### config.mk
export PLATFORM = sky130hd
export DESIGN_NAME = adc_scan_ctrl_flat
export DESIGN_NICKNAME = d
export VERILOG_FILES = /design/src/rtl/adc_scan_ctrl_if.sv /design/src/rtl/adc_scan_ctrl.sv /design/src/flat_wrapper.sv
export SDC_FILE = /design/constraint.sdc
export NUM_CORES = 1
export LEC_CHECK = 0
export ABC_AREA = 1
export BUFFER_PORTS_ARGS = -buffer_cell sky130_fd_sc_hd__buf_2
export CORE_UTILIZATION = 33
export CTS_CLUSTER_SIZE = 40
export DETAILED_ROUTE_END_ITERATION = 16
export SKIP_LAST_GASP = 1
export SYNTH_ARGS = -nofsm -noshare
export SYNTH_HDL_FRONTEND = slang
export SYNTH_SLANG_ARGS = --single-unit
### constraint.sdc
create_clock -name clk -period 2.4 [get_ports clk]
set_input_delay 0.12 -clock clk [delete_from_list [all_inputs] [get_ports clk]]
set_output_delay 0.12 -clock clk [all_outputs]
set_load 0.1 [all_outputs]
### src/rtl/adc_scan_ctrl_if.sv
// Bus bundle between the ADC0808 scan controller, the converter pins and the sample consumer.
interface adc_scan_ctrl_if #(
  parameter int unsigned NUM_CH = 8,
  parameter int unsigned DATA_W = 8
);
  logic              enable;
  logic [NUM_CH-1:0] ch_mask;
  logic              eoc;
  logic [DATA_W-1:0] data_in;
  logic              ale;
  logic              start;
  logic              oe;
  logic [2:0]        addr;
  logic              busy;
  logic              sample_valid;
  logic [2:0]        sample_ch;
  logic [DATA_W-1:0] sample_data;
  logic              timeout_err;

  modport master (
    input  enable, ch_mask, eoc, data_in,
    output ale, start, oe, addr, busy, sample_valid, sample_ch, sample_data, timeout_err
  );

  modport slave (
    output enable, ch_mask, eoc, data_in,
    input  ale, start, oe, addr, busy, sample_valid, sample_ch, sample_data, timeout_err
  );
endinterface

### src/rtl/adc_scan_ctrl.sv
// Round-robin multi-channel ADC0808 scan controller: ALE/START/OE sequencing,
// EOC synchronisation, per-conversion timeout and tagged one-cycle result strobe.
module adc_scan_ctrl #(
  parameter int unsigned NUM_CH       = 8,
  parameter int unsigned DATA_W       = 8,
  parameter int unsigned ALE_CYCLES   = 2,
  parameter int unsigned START_CYCLES = 2,
  parameter int unsigned OE_CYCLES    = 2,
  parameter int unsigned EOC_TIMEOUT  = 1024
) (
  input  logic           clk,
  input  logic           reset,
  adc_scan_ctrl_if.master bus
);

  localparam int unsigned AW       = 3;
  localparam int unsigned MAX_P1   = (ALE_CYCLES > START_CYCLES) ? ALE_CYCLES : START_CYCLES;
  localparam int unsigned MAX_P2   = (MAX_P1 > OE_CYCLES) ? MAX_P1 : OE_CYCLES;
  localparam int unsigned MAX_CNT  = (MAX_P2 > EOC_TIMEOUT) ? MAX_P2 : EOC_TIMEOUT;
  localparam int unsigned CNT_W    = $clog2(MAX_CNT + 1);

  localparam logic [CNT_W-1:0] ALE_LAST   = CNT_W'(ALE_CYCLES - 1);
  localparam logic [CNT_W-1:0] START_LAST = CNT_W'(START_CYCLES - 1);
  localparam logic [CNT_W-1:0] OE_LAST    = CNT_W'(OE_CYCLES - 1);
  localparam logic [CNT_W-1:0] TO_LAST    = CNT_W'(EOC_TIMEOUT - 2);

  typedef enum logic [2:0] {
    S_IDLE, S_SELECT, S_START, S_WAIT_LO, S_WAIT_HI, S_READ, S_NEXT
  } state_e;

  state_e            state_q, state_d;
  logic [CNT_W-1:0]  cnt_q, cnt_d;
  logic [AW-1:0]     ptr_q, ptr_d;
  logic [AW-1:0]     addr_q, addr_d;
  logic              ale_q, ale_d;
  logic              start_q, start_d;
  logic              oe_q, oe_d;
  logic              busy_q, busy_d;
  logic              sample_valid_q, sample_valid_d;
  logic              timeout_err_q, timeout_err_d;
  logic [AW-1:0]     sample_ch_q, sample_ch_d;
  logic [DATA_W-1:0] sample_data_q, sample_data_d;
  logic              eoc_meta_q, eoc_meta_d;
  logic              eoc_s_q, eoc_s_d;

  logic [7:0]        mask8;
  logic [AW:0]       pick_sum;
  logic [AW-1:0]     pick;
  logic              scan_go;

  assign mask8   = 8'(bus.ch_mask);
  assign scan_go = bus.enable && (bus.ch_mask != '0);

  // Next channel: first set mask bit strictly above the pointer, wrapping modulo NUM_CH.
  always_comb begin
    pick_sum = '0;
    pick     = ptr_q;
    for (int i = NUM_CH; i >= 1; i--) begin
      pick_sum = 4'(ptr_q) + 4'(i);
      if (pick_sum >= 4'(NUM_CH)) pick_sum = pick_sum - 4'(NUM_CH);
      if (mask8[pick_sum[AW-1:0]]) pick = pick_sum[AW-1:0];
    end
  end

  always_comb begin
    state_d        = state_q;
    cnt_d          = cnt_q;
    ptr_d          = ptr_q;
    addr_d         = addr_q;
    sample_ch_d    = sample_ch_q;
    sample_data_d  = sample_data_q;
    sample_valid_d = 1'b0;
    timeout_err_d  = 1'b0;
    eoc_meta_d     = bus.eoc;
    eoc_s_d        = eoc_meta_q;

    case (state_q)
      S_IDLE, S_NEXT: begin
        if (scan_go) begin
          state_d = S_SELECT;
          cnt_d   = '0;
          ptr_d   = pick;
          addr_d  = pick;
        end else begin
          state_d = S_IDLE;
        end
      end
      S_SELECT: begin
        if (cnt_q == ALE_LAST) begin
          state_d = S_START;
          cnt_d   = '0;
        end else begin
          cnt_d = cnt_q + CNT_W'(1);
        end
      end
      S_START: begin
        if (cnt_q == START_LAST) begin
          state_d = S_WAIT_LO;
          cnt_d   = '0;
        end else begin
          cnt_d = cnt_q + CNT_W'(1);
        end
      end
      // Timeout spans both wait states; only a seen EOC rise escapes it.
      S_WAIT_LO, S_WAIT_HI: begin
        if ((state_q == S_WAIT_HI) && eoc_s_q) begin
          state_d = S_READ;
          cnt_d   = '0;
        end else if (cnt_q == TO_LAST) begin
          state_d       = S_NEXT;
          timeout_err_d = 1'b1;
        end else begin
          cnt_d = cnt_q + CNT_W'(1);
          if ((state_q == S_WAIT_LO) && !eoc_s_q) state_d = S_WAIT_HI;
        end
      end
      S_READ: begin
        if (cnt_q == OE_LAST) begin
          state_d        = S_NEXT;
          sample_data_d  = bus.data_in;
          sample_ch_d    = addr_q;
          sample_valid_d = 1'b1;
        end else begin
          cnt_d = cnt_q + CNT_W'(1);
        end
      end
      default: state_d = S_IDLE;
    endcase

    ale_d   = (state_d == S_SELECT);
    start_d = (state_d == S_START);
    oe_d    = (state_d == S_READ);
    busy_d  = (state_d != S_IDLE);
  end

  always_ff @(posedge clk) begin
    if (reset) begin
      state_q        <= S_IDLE;
      cnt_q          <= '0;
      ptr_q          <= AW'(NUM_CH - 1);
      addr_q         <= '0;
      ale_q          <= 1'b0;
      start_q        <= 1'b0;
      oe_q           <= 1'b0;
      busy_q         <= 1'b0;
      sample_valid_q <= 1'b0;
      timeout_err_q  <= 1'b0;
      sample_ch_q    <= '0;
      sample_data_q  <= '0;
      eoc_meta_q     <= 1'b0;
      eoc_s_q        <= 1'b0;
    end else begin
      state_q        <= state_d;
      cnt_q          <= cnt_d;
      ptr_q          <= ptr_d;
      addr_q         <= addr_d;
      ale_q          <= ale_d;
      start_q        <= start_d;
      oe_q           <= oe_d;
      busy_q         <= busy_d;
      sample_valid_q <= sample_valid_d;
      timeout_err_q  <= timeout_err_d;
      sample_ch_q    <= sample_ch_d;
      sample_data_q  <= sample_data_d;
      eoc_meta_q     <= eoc_meta_d;
      eoc_s_q        <= eoc_s_d;
    end
  end

  assign bus.ale          = ale_q;
  assign bus.start        = start_q;
  assign bus.oe           = oe_q;
  assign bus.addr         = addr_q;
  assign bus.busy         = busy_q;
  assign bus.sample_valid = sample_valid_q;
  assign bus.timeout_err  = timeout_err_q;
  assign bus.sample_ch    = sample_ch_q;
  assign bus.sample_data  = sample_data_q;

endmodule

### src/flat_wrapper.sv
// flat-port wrapper written by rule: the top's interface ports become plain ports
module adc_scan_ctrl_flat 
#(
  parameter int unsigned NUM_CH       = 8,
  parameter int unsigned DATA_W       = 8,
  parameter int unsigned ALE_CYCLES   = 2,
  parameter int unsigned START_CYCLES = 2,
  parameter int unsigned OE_CYCLES    = 2,
  parameter int unsigned EOC_TIMEOUT  = 1024
)
  (clk, reset, bus_enable, bus_ch_mask, bus_eoc, bus_data_in, bus_ale, bus_start, bus_oe, bus_addr, bus_busy, bus_sample_valid, bus_sample_ch, bus_sample_data, bus_timeout_err);
  adc_scan_ctrl_if #(.NUM_CH(NUM_CH), .DATA_W(DATA_W)) bus_i ();
  input  logic clk;
  input  logic reset;
  input wire logic [$bits(bus_i.enable)-1:0] bus_enable;
  input wire logic [$bits(bus_i.ch_mask)-1:0] bus_ch_mask;
  input wire logic [$bits(bus_i.eoc)-1:0] bus_eoc;
  input wire logic [$bits(bus_i.data_in)-1:0] bus_data_in;
  output wire logic [$bits(bus_i.ale)-1:0] bus_ale;
  output wire logic [$bits(bus_i.start)-1:0] bus_start;
  output wire logic [$bits(bus_i.oe)-1:0] bus_oe;
  output wire logic [$bits(bus_i.addr)-1:0] bus_addr;
  output wire logic [$bits(bus_i.busy)-1:0] bus_busy;
  output wire logic [$bits(bus_i.sample_valid)-1:0] bus_sample_valid;
  output wire logic [$bits(bus_i.sample_ch)-1:0] bus_sample_ch;
  output wire logic [$bits(bus_i.sample_data)-1:0] bus_sample_data;
  output wire logic [$bits(bus_i.timeout_err)-1:0] bus_timeout_err;
  assign bus_i.enable = bus_enable;
  assign bus_i.ch_mask = bus_ch_mask;
  assign bus_i.eoc = bus_eoc;
  assign bus_i.data_in = bus_data_in;
  assign bus_ale = bus_i.ale;
  assign bus_start = bus_i.start;
  assign bus_oe = bus_i.oe;
  assign bus_addr = bus_i.addr;
  assign bus_busy = bus_i.busy;
  assign bus_sample_valid = bus_i.sample_valid;
  assign bus_sample_ch = bus_i.sample_ch;
  assign bus_sample_data = bus_i.sample_data;
  assign bus_timeout_err = bus_i.timeout_err;
  adc_scan_ctrl #(.NUM_CH(NUM_CH), .DATA_W(DATA_W), .ALE_CYCLES(ALE_CYCLES), .START_CYCLES(START_CYCLES), .OE_CYCLES(OE_CYCLES), .EOC_TIMEOUT(EOC_TIMEOUT)) u_core (.clk(clk), .reset(reset), .bus(bus_i));
endmodule
* Word-level counts from Yosys, hierarchy flattened
Index checks and enable logic that the tools add are counted.
** Cells by class
- Eq/ne operators :: 14
- Reductions and logical operators :: 16
- $lt $le $gt $ge :: 16
- Add/subtract/negate cells :: 17
- Mux-type cells :: 48
- Bitwise logic cells :: 2
** Operators by type and width (count)
- $mux 3 :: 22
- $mux 11 :: 5
- $pmux 11 s4 :: 1
- $ge 4x4->1 const B :: 8
- $lt 3x4->1 const B :: 8
- $bmux 1 s3 :: 8
- $sub 3x1->3 const B :: 8
- $add 3x3->4 const B :: 4
- $pmux 3 s5 :: 1
- $eq 3x3->1 const B :: 4
- $add 11x1->11 const B :: 1
- $eq 11x1->1 const B :: 1
- $eq 11x10->1 const B :: 1
- $mux 1 :: 11
- $eq 3x2->1 const B :: 3
- $add 3x2->4 const B :: 2
- $reduce_bool 8->1 :: 1
- $reduce_or 2->1 :: 4
- $eq 3x1->1 const B :: 2
- $add 3x1->4 const B :: 1
- $add 3x4->4 const B :: 1
- $reduce_and 2->1 :: 2
- $reduce_and 4->1 :: 1
- $reduce_bool 4->1 :: 1
- other kinds (9) :: 12
** Word-level totals
- Register bits after elaboration :: 39
- Input bits :: 20
- Output and inout bits :: 20

* Depth between registers and ports, before layout
Gate-level depths: netlist of the first run.
- Depth in word-level cells :: 13
- Mapped depth :: 20

* Worst setup path after synthesis of the first run
OpenSTA, ideal clock, no wires.
- Path type :: register to register
- Start :: reg u_core.ptr_q[0]
- End :: reg u_core.addr_q[1], in the netlist u_core.bus.addr[1]
- Arrival time :: 1.959 ns
- Setup slack :: 0.308 ns
- Cell stages (with the launch flop) :: 17
- Clock period less this slack :: 2.092 ns
- Cells stage by stage :: dfxtp_1 -> buf_6 -> inv_4 -> buf_6 -> ha_1 -> inv_1 -> nand3_1 -> nand3_1 -> nand2_1 -> a21oi_1 -> nand2_1 -> nand2_1 -> nand2_1 -> nand2_1 -> nand2_1 -> nand2_1 -> a21oi_2
** On the way
- Word-level cells in the longest chain between the ends :: 13
- Elaborated cells on any way between the ends :: 56
- Classes of those cells :: add/sub: 16; order compare: 8; mux: 32
** RTL lines
- from (decl) :: line adc_scan_ctrl.sv:33 : logic [AW-1:0] ptr_q, ptr_d;
- from (signal assigned) :: line adc_scan_ctrl.sv:140 : ptr_q <= AW'(NUM_CH - 1);
- from (signal assigned) :: line adc_scan_ctrl.sv:155 : ptr_q <= ptr_d;
- $add 3x4->4 :: line adc_scan_ctrl.sv:59 : pick_sum = 4'(ptr_q) + 4'(i);
- $ge 4x4->1 or $sub 3x1->3 (tied branches) :: line adc_scan_ctrl.sv:60 : if (pick_sum >= 4'(NUM_CH)) pick_sum = pick_sum - 4'(NUM_CH);
- $mux 3 :: line adc_scan_ctrl.sv:60
- $bmux 1 s3 :: line adc_scan_ctrl.sv:61 : if (mask8[pick_sum[AW-1:0]]) pick = pick_sum[AW-1:0];
- $mux 1 (not written as such) :: line adc_scan_ctrl.sv:61
- $mux 3 (7 in a row) :: line adc_scan_ctrl.sv:61
- $mux 3 * :: line adc_scan_ctrl.sv:61
- to (signal assigned) :: line adc_scan_ctrl.sv:156 : addr_q <= addr_d;
- to (decl) :: line adc_scan_ctrl.sv:34 : logic [AW-1:0] addr_q, addr_d;
Mark *: on every way between the ends. The rest lies on a longest branch, timed or not. The select of a mux whose other input is x is not followed.
A chain may end at the register's enable or synchronous reset.

* Worst setup path in the final report of the first run
- Start :: reg u_core.ptr_q[0]
- End :: reg u_core.addr_q[2], in the netlist u_core.bus.addr[2]
Same word-level chain as after synthesis.

==> flow_summary.toml, run 1 <==
[place]
dp_cells = 485
post-place-ws_ps = 294
dp_hpwl_mm = 4.43
post_dp_cell_area_sq_um = 2650
gp_congestion = 0.907
io_buffers = 39

[synthesis]
syn_inst = 355
synth-adder-area-share_pct = 2.64
synthSimpleGateAreaFrac_pct = 39.4
synth-xor-area-share_pct = 1.43
synth_top_family_by_area = "simple AND/OR/NAND/NOR gates"
synth.mux.area_fraction_pct = 0
synth_enable_flop_cells = 0
synthesis.nets = 380
avgSynthCellArea_sq_um = 6.68
ys_seq_area_share_pct = 32.9
yosysTopAreaCellShare_pct = 32.9
syn_area_sq_um = 2370
ys_seq_elements = 39
synth_area_leaders = "dfxtp_1 (33%), nand2_1 (15%), nand3_1 (7.8%), inv_1 (5.7%), a21oi_1 (5.5%)"
synth_compound_area_share_pct = 12.9
yosys.area.top_type = "dfxtp_1"
ys_types = 39
postSynth.asyncResetShare_pct = 0
synth-main-ff-cell = "dfxtp_1"
yosysWarnings = 0

[floorplan]
core_area_sq_um = 6870
ios = 40
die_h_um = 86.7
die_w_um = 86.7
start_util_pct = 34.5
floorplan.die_area_sq_um = 7520
row_count = 30

[power_and_ir_drop]
total_power_mw = 2.34
leakagePower_nw = 1.29
power_density_nw_per_um2 = 846
max-vdd-ir-drop_mv = 0.425

[final_layout]
fillers = 718
area_delta_synth_final_pct = 16.9
seq_area_sq_um = 781
drive_above_1_share_pct = 23.9
n_antenna_cell = 0
multiInputGateArea_sq_um = 1340
instances_no_fill = 493
layout.nets = 421
design_area_sq_um = 2770

[sta]
finalSetupViolCount = 0
slew_violations = 0
hold_viol = 0
slew_headroom_pct = 66.9
timing.fmax_mhz = 469
setup_ws_ps = 267
period_minus_slack_ps = 2130
post-route-period-util_pct = 88.9
setup-tns-final_ps = 0
skew_ps = 2.36
rsz0062_at_grt = "no"
worst_pin_slew_ps = 496

[critical_path]
crit_top_cell = "nand2_1"
slowest_delay_ps = 410
crit_fanout = 11
cp_num_buf_inv = 2
cp-start-kind = "register"
end_kind = "register"
path_cells = "inv_4 > ha_1 > inv_1 > nand3_1 > nand3_2 > nand2_2 > o21ai_1 > nand2_1 > nand2_1 > nand2_1 > nand2_1 > nand2_1 > nand2_1 > nand2_1 > a21oi_2"
slowest_stage = "ha_1"
crit_family = "simple AND/OR/NAND/NOR gates"
cp.required_ps = 2620
path_class = "reg2reg"
crit_arrival_ps = 2360

[global_route]
grt_remaining_overflow = 0
antenna_found_initial = 0
grt_usage_pct = 16.0
grt_max_degree = 25
grt_pass1_vias = 2094
grt_pass1_wl_mm = 9.54

[detailed_routing]
final_antenna_net_count = 0
wl_per_cell_um = 11.5
vias_per_cell = 4.72
drc = 0
drtPass1Iterations = 4
vias = 2329
totalWireLength_mm = 5.66
first_iter_violations = 82

[clocking]
cts_resized = 0
cts_inserted_buffers = 5
postCtsSetupBuffers = 0
cts_root_buf = "clkbuf_8"
cts_sinks = 39
clock_latency_ps = 290
h-tree-depth = 2
cts_hold_buffers = 0
cts_tree = "built"
clock_path_buffers = 2
clk_pin_slew_ps = 70

[hold_path]
hold_class = "in2reg"

[run_status]
outcome = "completed"

[flow_run]
maxCapViolCount = 0
-- final cells by class --
class / instances / share of cell area, %
Tap cell: 96 / 4.34
Timing Repair Buffer: 43 / 8.13
Clock inverter: 2 / 1.26
Sequential cell: 39 / 28.2
Inverter: 50 / 6.87
Multi-Input combinational cell: 257 / 48.2
Clock buffer: 6 / 2.98
-- synth_stat cells (2+ instances only) --
master and n:
nor2_2 2, nand2_1 96, nand2_2 8, nand4_1 6
o2111ai_1 2, nor2_4 3, a21oi_1 26, ha_1 5
o21ai_0 5, nor3_2 3, buf_6 3, clkbuf_1 3
nand3_1 37, inv_2 12, nor3_1 7, o211ai_1 2
a31oi_1 3, nand3_2 4, nor2_1 29, dfxtp_1 39
a21oi_2 6, inv_1 36, buf_2 2
-- metrics by stage --
| step | hold slack, ps | util [%] |
|---|---|---|
| 2_1_floorplan | 204 | - |
| 3_3_place_gp | 356 | 38.6 |
| 3_5_place_dp | 357 | 38.6 |
| 4_1_cts | 45.2 | 40.3 |
| 5_1_grt | 64.3 | 40.3 |
| 6_report | 46.8 | 40.3 |
-- routing by layer --
layer,vias to the layer above,GRT usage (%),part of all wire (%)
li1,1236,-,-
met1,1032,21.8,48
met2,56,26.0,47
met3,5,2.67,3.6
met4,0,4.39,0.85
met5,-,0,0
-- worst reg2reg max path, cell delays in order, from the launching register on --
cell	delay [ps]
dfxtp_1	380
inv_4	90
ha_1	410
inv_1	200
nand3_1	150
nand3_2	120
nand2_2	70
o21ai_1	120
nand2_1	60
nand2_1	50
nand2_1	50
nand2_1	60
nand2_1	40
nand2_1	60
nand2_1	90
a21oi_2	130
-- kinds of logic after synthesis --
| logic type | Yosys count |
|---|---|
| simple gates | 199 |
| buf+inv | 59 |
| flops | 39 |
| compound gates | 50 |
| xor+xnor | 3 |
| fa+ha+maj | 5 |
-- power by group --
part	internal, mW	switching (mW)
clock	0.336	0.230
sequential	0.685	0.0380
combinational	0.319	0.735
total	1.34	1.00
-- placed cells by master (no fill, tap or decap), types with 7 or more instances in the layout --
cell type,Yosys,layout
nor2_1,29,29
a21oi_1,26,26
dfxtp_1,39,39
buf_2,2,39
inv_2,12,12
nand2_1,96,96
inv_1,36,36
nor3_1,7,7
nand3_1,37,37
nand2_2,8,8
-- worst paths after layout --
path / startpoint / endpoint / slack (ps) / cells after the start
worst min-delay path: bus_eoc / u_core.eoc_meta_q / 50 / 3
worst max-delay path: u_core.ptr_q[0] / u_core.bus.addr[2] / 270 / 15
worst max register to register: u_core.ptr_q[0] / u_core.bus.addr[2] / 270 / 15
worst min register to register: u_core.eoc_meta_q / u_core.eoc_s_q / 410 / 2
-- flip-flops by register name, indices dropped and copies added (netlist names), 3 cells and up --
signal and count:
u_core.cnt_q 11, u_core.bus.sample_data 8, u_core.bus.addr 3, u_core.bus.sample_ch 3, u_core.ptr_q 3, u_core.state_q 3
No activity file was read; power rests on OpenSTA's default activity.
==> run 2, diff against run 1 <==
Settings changed: CORE_ASPECT_RATIO from default to 0.6.
==> run 2 against run 1 <==
Register-to-register slack got worse by 50 ps. Utilization increased by 0.86 points. Wire length increased by 10%. Worst setup slack got worse by 48 ps. Largest power group unchanged. Sequential cell count unchanged. Clock power increased by 23%. Hold slack improved by 9.1 ps. Combinational power about the same. Count of clock-buffer cells in the layout increased by 1. Design area increased by 1.4%. First-iteration DRC count increased by 140%. Maximum frequency decreased by 2.2%. The run now ends with DRC left. Critical path type unchanged.
==> flow_summary.toml, run 2 (synthesized netlist as in run 1, its figures left out) <==
[power_and_ir_drop]
power_density_nw_per_um2 = 894
total_power_mw = 2.51
switching_power_mw = 1.06
sequentialPowerShare_pct = 29.0
max-vdd-ir-drop_mv = 0.398
clkPwrFrac_pct = 27.8
leakagePower_nw = 1.31
power.internal_mw = 1.45
netSwitchingFraction_pct = 42.4
combinationalPowerShare_pct = 43.2

[final_layout]
layout_common_cells = "nand2_1 (96), buf_2 (39), dfxtp_1 (39)"
largest_reg_flops = 11
fillers = 698
layout.nets = 422
seq_area_sq_um = 781
area_delta_synth_final_pct = 18.5
final_common_cell = "nand2_1"
n_antenna_cell = 0
top_register = "u_core.cnt_q"
drive_above_1_share_pct = 24.1
multiInputGateArea_sq_um = 1340

[critical_path]
path_class = "reg2reg"
slowest_stage = "ha_1"
end_kind = "register"
crit_family = "simple AND/OR/NAND/NOR gates"
cp.required_ps = 2620
path_cells = "inv_4 > ha_1 > inv_1 > nand3_1 > nand3_2 > nand2_2 > o21ai_1 > nand2_1 > nand2_1 > nand2_1 > nand2_1 > nand2_1 > nand2_1 > nand2_1 > a21oi_2"
crit_fanout = 11
slowest_delay_ps = 410
cp_num_buf_inv = 2
cp-start-kind = "register"
crit_top_cell = "nand2_1"
crit_arrival_ps = 2400

[sta]
hold_viol = 0
slew_headroom_pct = 66.8
finalSetupViolCount = 0
timing.fmax_mhz = 459
rsz0062_at_grt = "no"
skew_ps = 4.57
slew_violations = 0
period_minus_slack_ps = 2180
setup-tns-final_ps = 0
post-route-period-util_pct = 90.9
worst_pin_slew_ps = 498

[clocking]
clock_latency_ps = 280
cts_sinks = 39
cts_root_buf = "clkbuf_16"
cts_tree = "built"
cts_inserted_buffers = 5
cts_hold_buffers = 0
clock_path_buffers = 2
cts_resized = 0
postCtsSetupBuffers = 0
h-tree-depth = 2
clk_pin_slew_ps = 60

[place]
io_buffers = 39
dp_hpwl_mm = 4.90
gp_congestion = 0.972

[floorplan]
floorplan.die_area_sq_um = 7540
ios = 40
start_util_pct = 34.7
die_h_um = 67.6
core_area_sq_um = 6820
row_count = 23
die_w_um = 111

[detailed_routing]
vias_per_cell = 4.99
first_iter_violations = 193
vias = 2421
totalWireLength_mm = 6.23
final_antenna_net_count = 0
wl_per_cell_um = 12.8
drc = 4
drtPass1Iterations = 11

[global_route]
grt-busiest-layer = "met1"
grt_pass1_wl_mm = 10.2
grt_remaining_overflow = 0
use_met2_pct = 21.3
met1_usage_pct = 27.5
grt_max_degree = 25
use_met3_pct = 6.82
grt_pass1_vias = 2032
antenna_found_initial = 0
grt_usage_pct = 17.7

[flow_run]
maxCapViolCount = 0

[hold_path]
hold_class = "in2reg"

[run_status]
violations = "DRC"
outcome = "finished with violations"
==> run 2: cell types whose count changed in the layout (fill, tap and decap cells not counted) <==
cell | previous run | this run
clkinvlp_4 | 0 | 1
clkbuf_8 | 6 | 2
buf_4 | 4 | 5
clkinv_2 | 1 | 0
bufinv_16 | 1 | 0
clkbuf_16 | 0 | 5
==> run 2: metrics by stage <==
step / hold slack [ps] / area (sq um) / util, % / std cells / setup slack [ps]
final: 55.8 / 2810 / 41.2 / 485 / 219
after global routing: 60.9 / 2810 / 41.2 / 485 / 60.2
after global placement: 339 / 2650 / 38.8 / 477 / 337
after floorplan: 204 / 2370 / - / 355 / 308
after CTS: 53.4 / 2810 / 41.2 / 485 / 260
after detailed placement: 349 / 2650 / 38.8 / 477 / 278
==> run 2: power groups by stage <==
stage / Sequential [mW] / Combinational [mW] / Clock [mW]
after floorplan: 0.866 / 0.736 / 0
after global placement: 0.744 / 1.07 / 0
after detailed placement: 0.742 / 1.06 / 0
after CTS: 0.729 / 1.07 / 0.718
after global routing: 0.733 / 1.20 / 0.741
final: 0.729 / 1.08 / 0.699
==> run 2: per-layer routing <==
| metal | part of all wire, % | vias to the layer above |
|---|---|---|
| li1 | - | 1240 |
| met1 | 55 | 1063 |
| met2 | 33 | 114 |
| met3 | 11 | 4 |
| met4 | 0.64 | 0 |
| met5 | 0 | - |
==> run 2: area by class of cell <==
class	count	area share [%]
clock buffers	7	5.43
clock inverters	1	0.267
inverters	50	6.77
multi-input cells	257	47.6
flip-flops and latches	39	27.8
well taps	87	3.88
repair buffers	44	8.29
==> run 2: final timing paths <==
kind,from,end,slack [ps],cells after the start
worst max-delay path,u_core.ptr_q[0],u_core.bus.addr[2],220,15
worst min-delay path,bus_eoc,u_core.eoc_meta_q,60,3
worst min register to register,u_core.eoc_meta_q,u_core.eoc_s_q,410,2
worst max register to register,u_core.ptr_q[0],u_core.bus.addr[2],220,15
==> run 2: worst reg2reg max path, stage by stage, from the launching register on <==
cell and delay [ps]:
dfxtp_1 370, inv_4 90, ha_1 410, inv_1 200
nand3_1 170, nand3_2 140, nand2_2 80, o21ai_1 130
nand2_1 80, nand2_1 60, nand2_1 60, nand2_1 60
nand2_1 40, nand2_1 50, nand2_1 70, a21oi_2 120
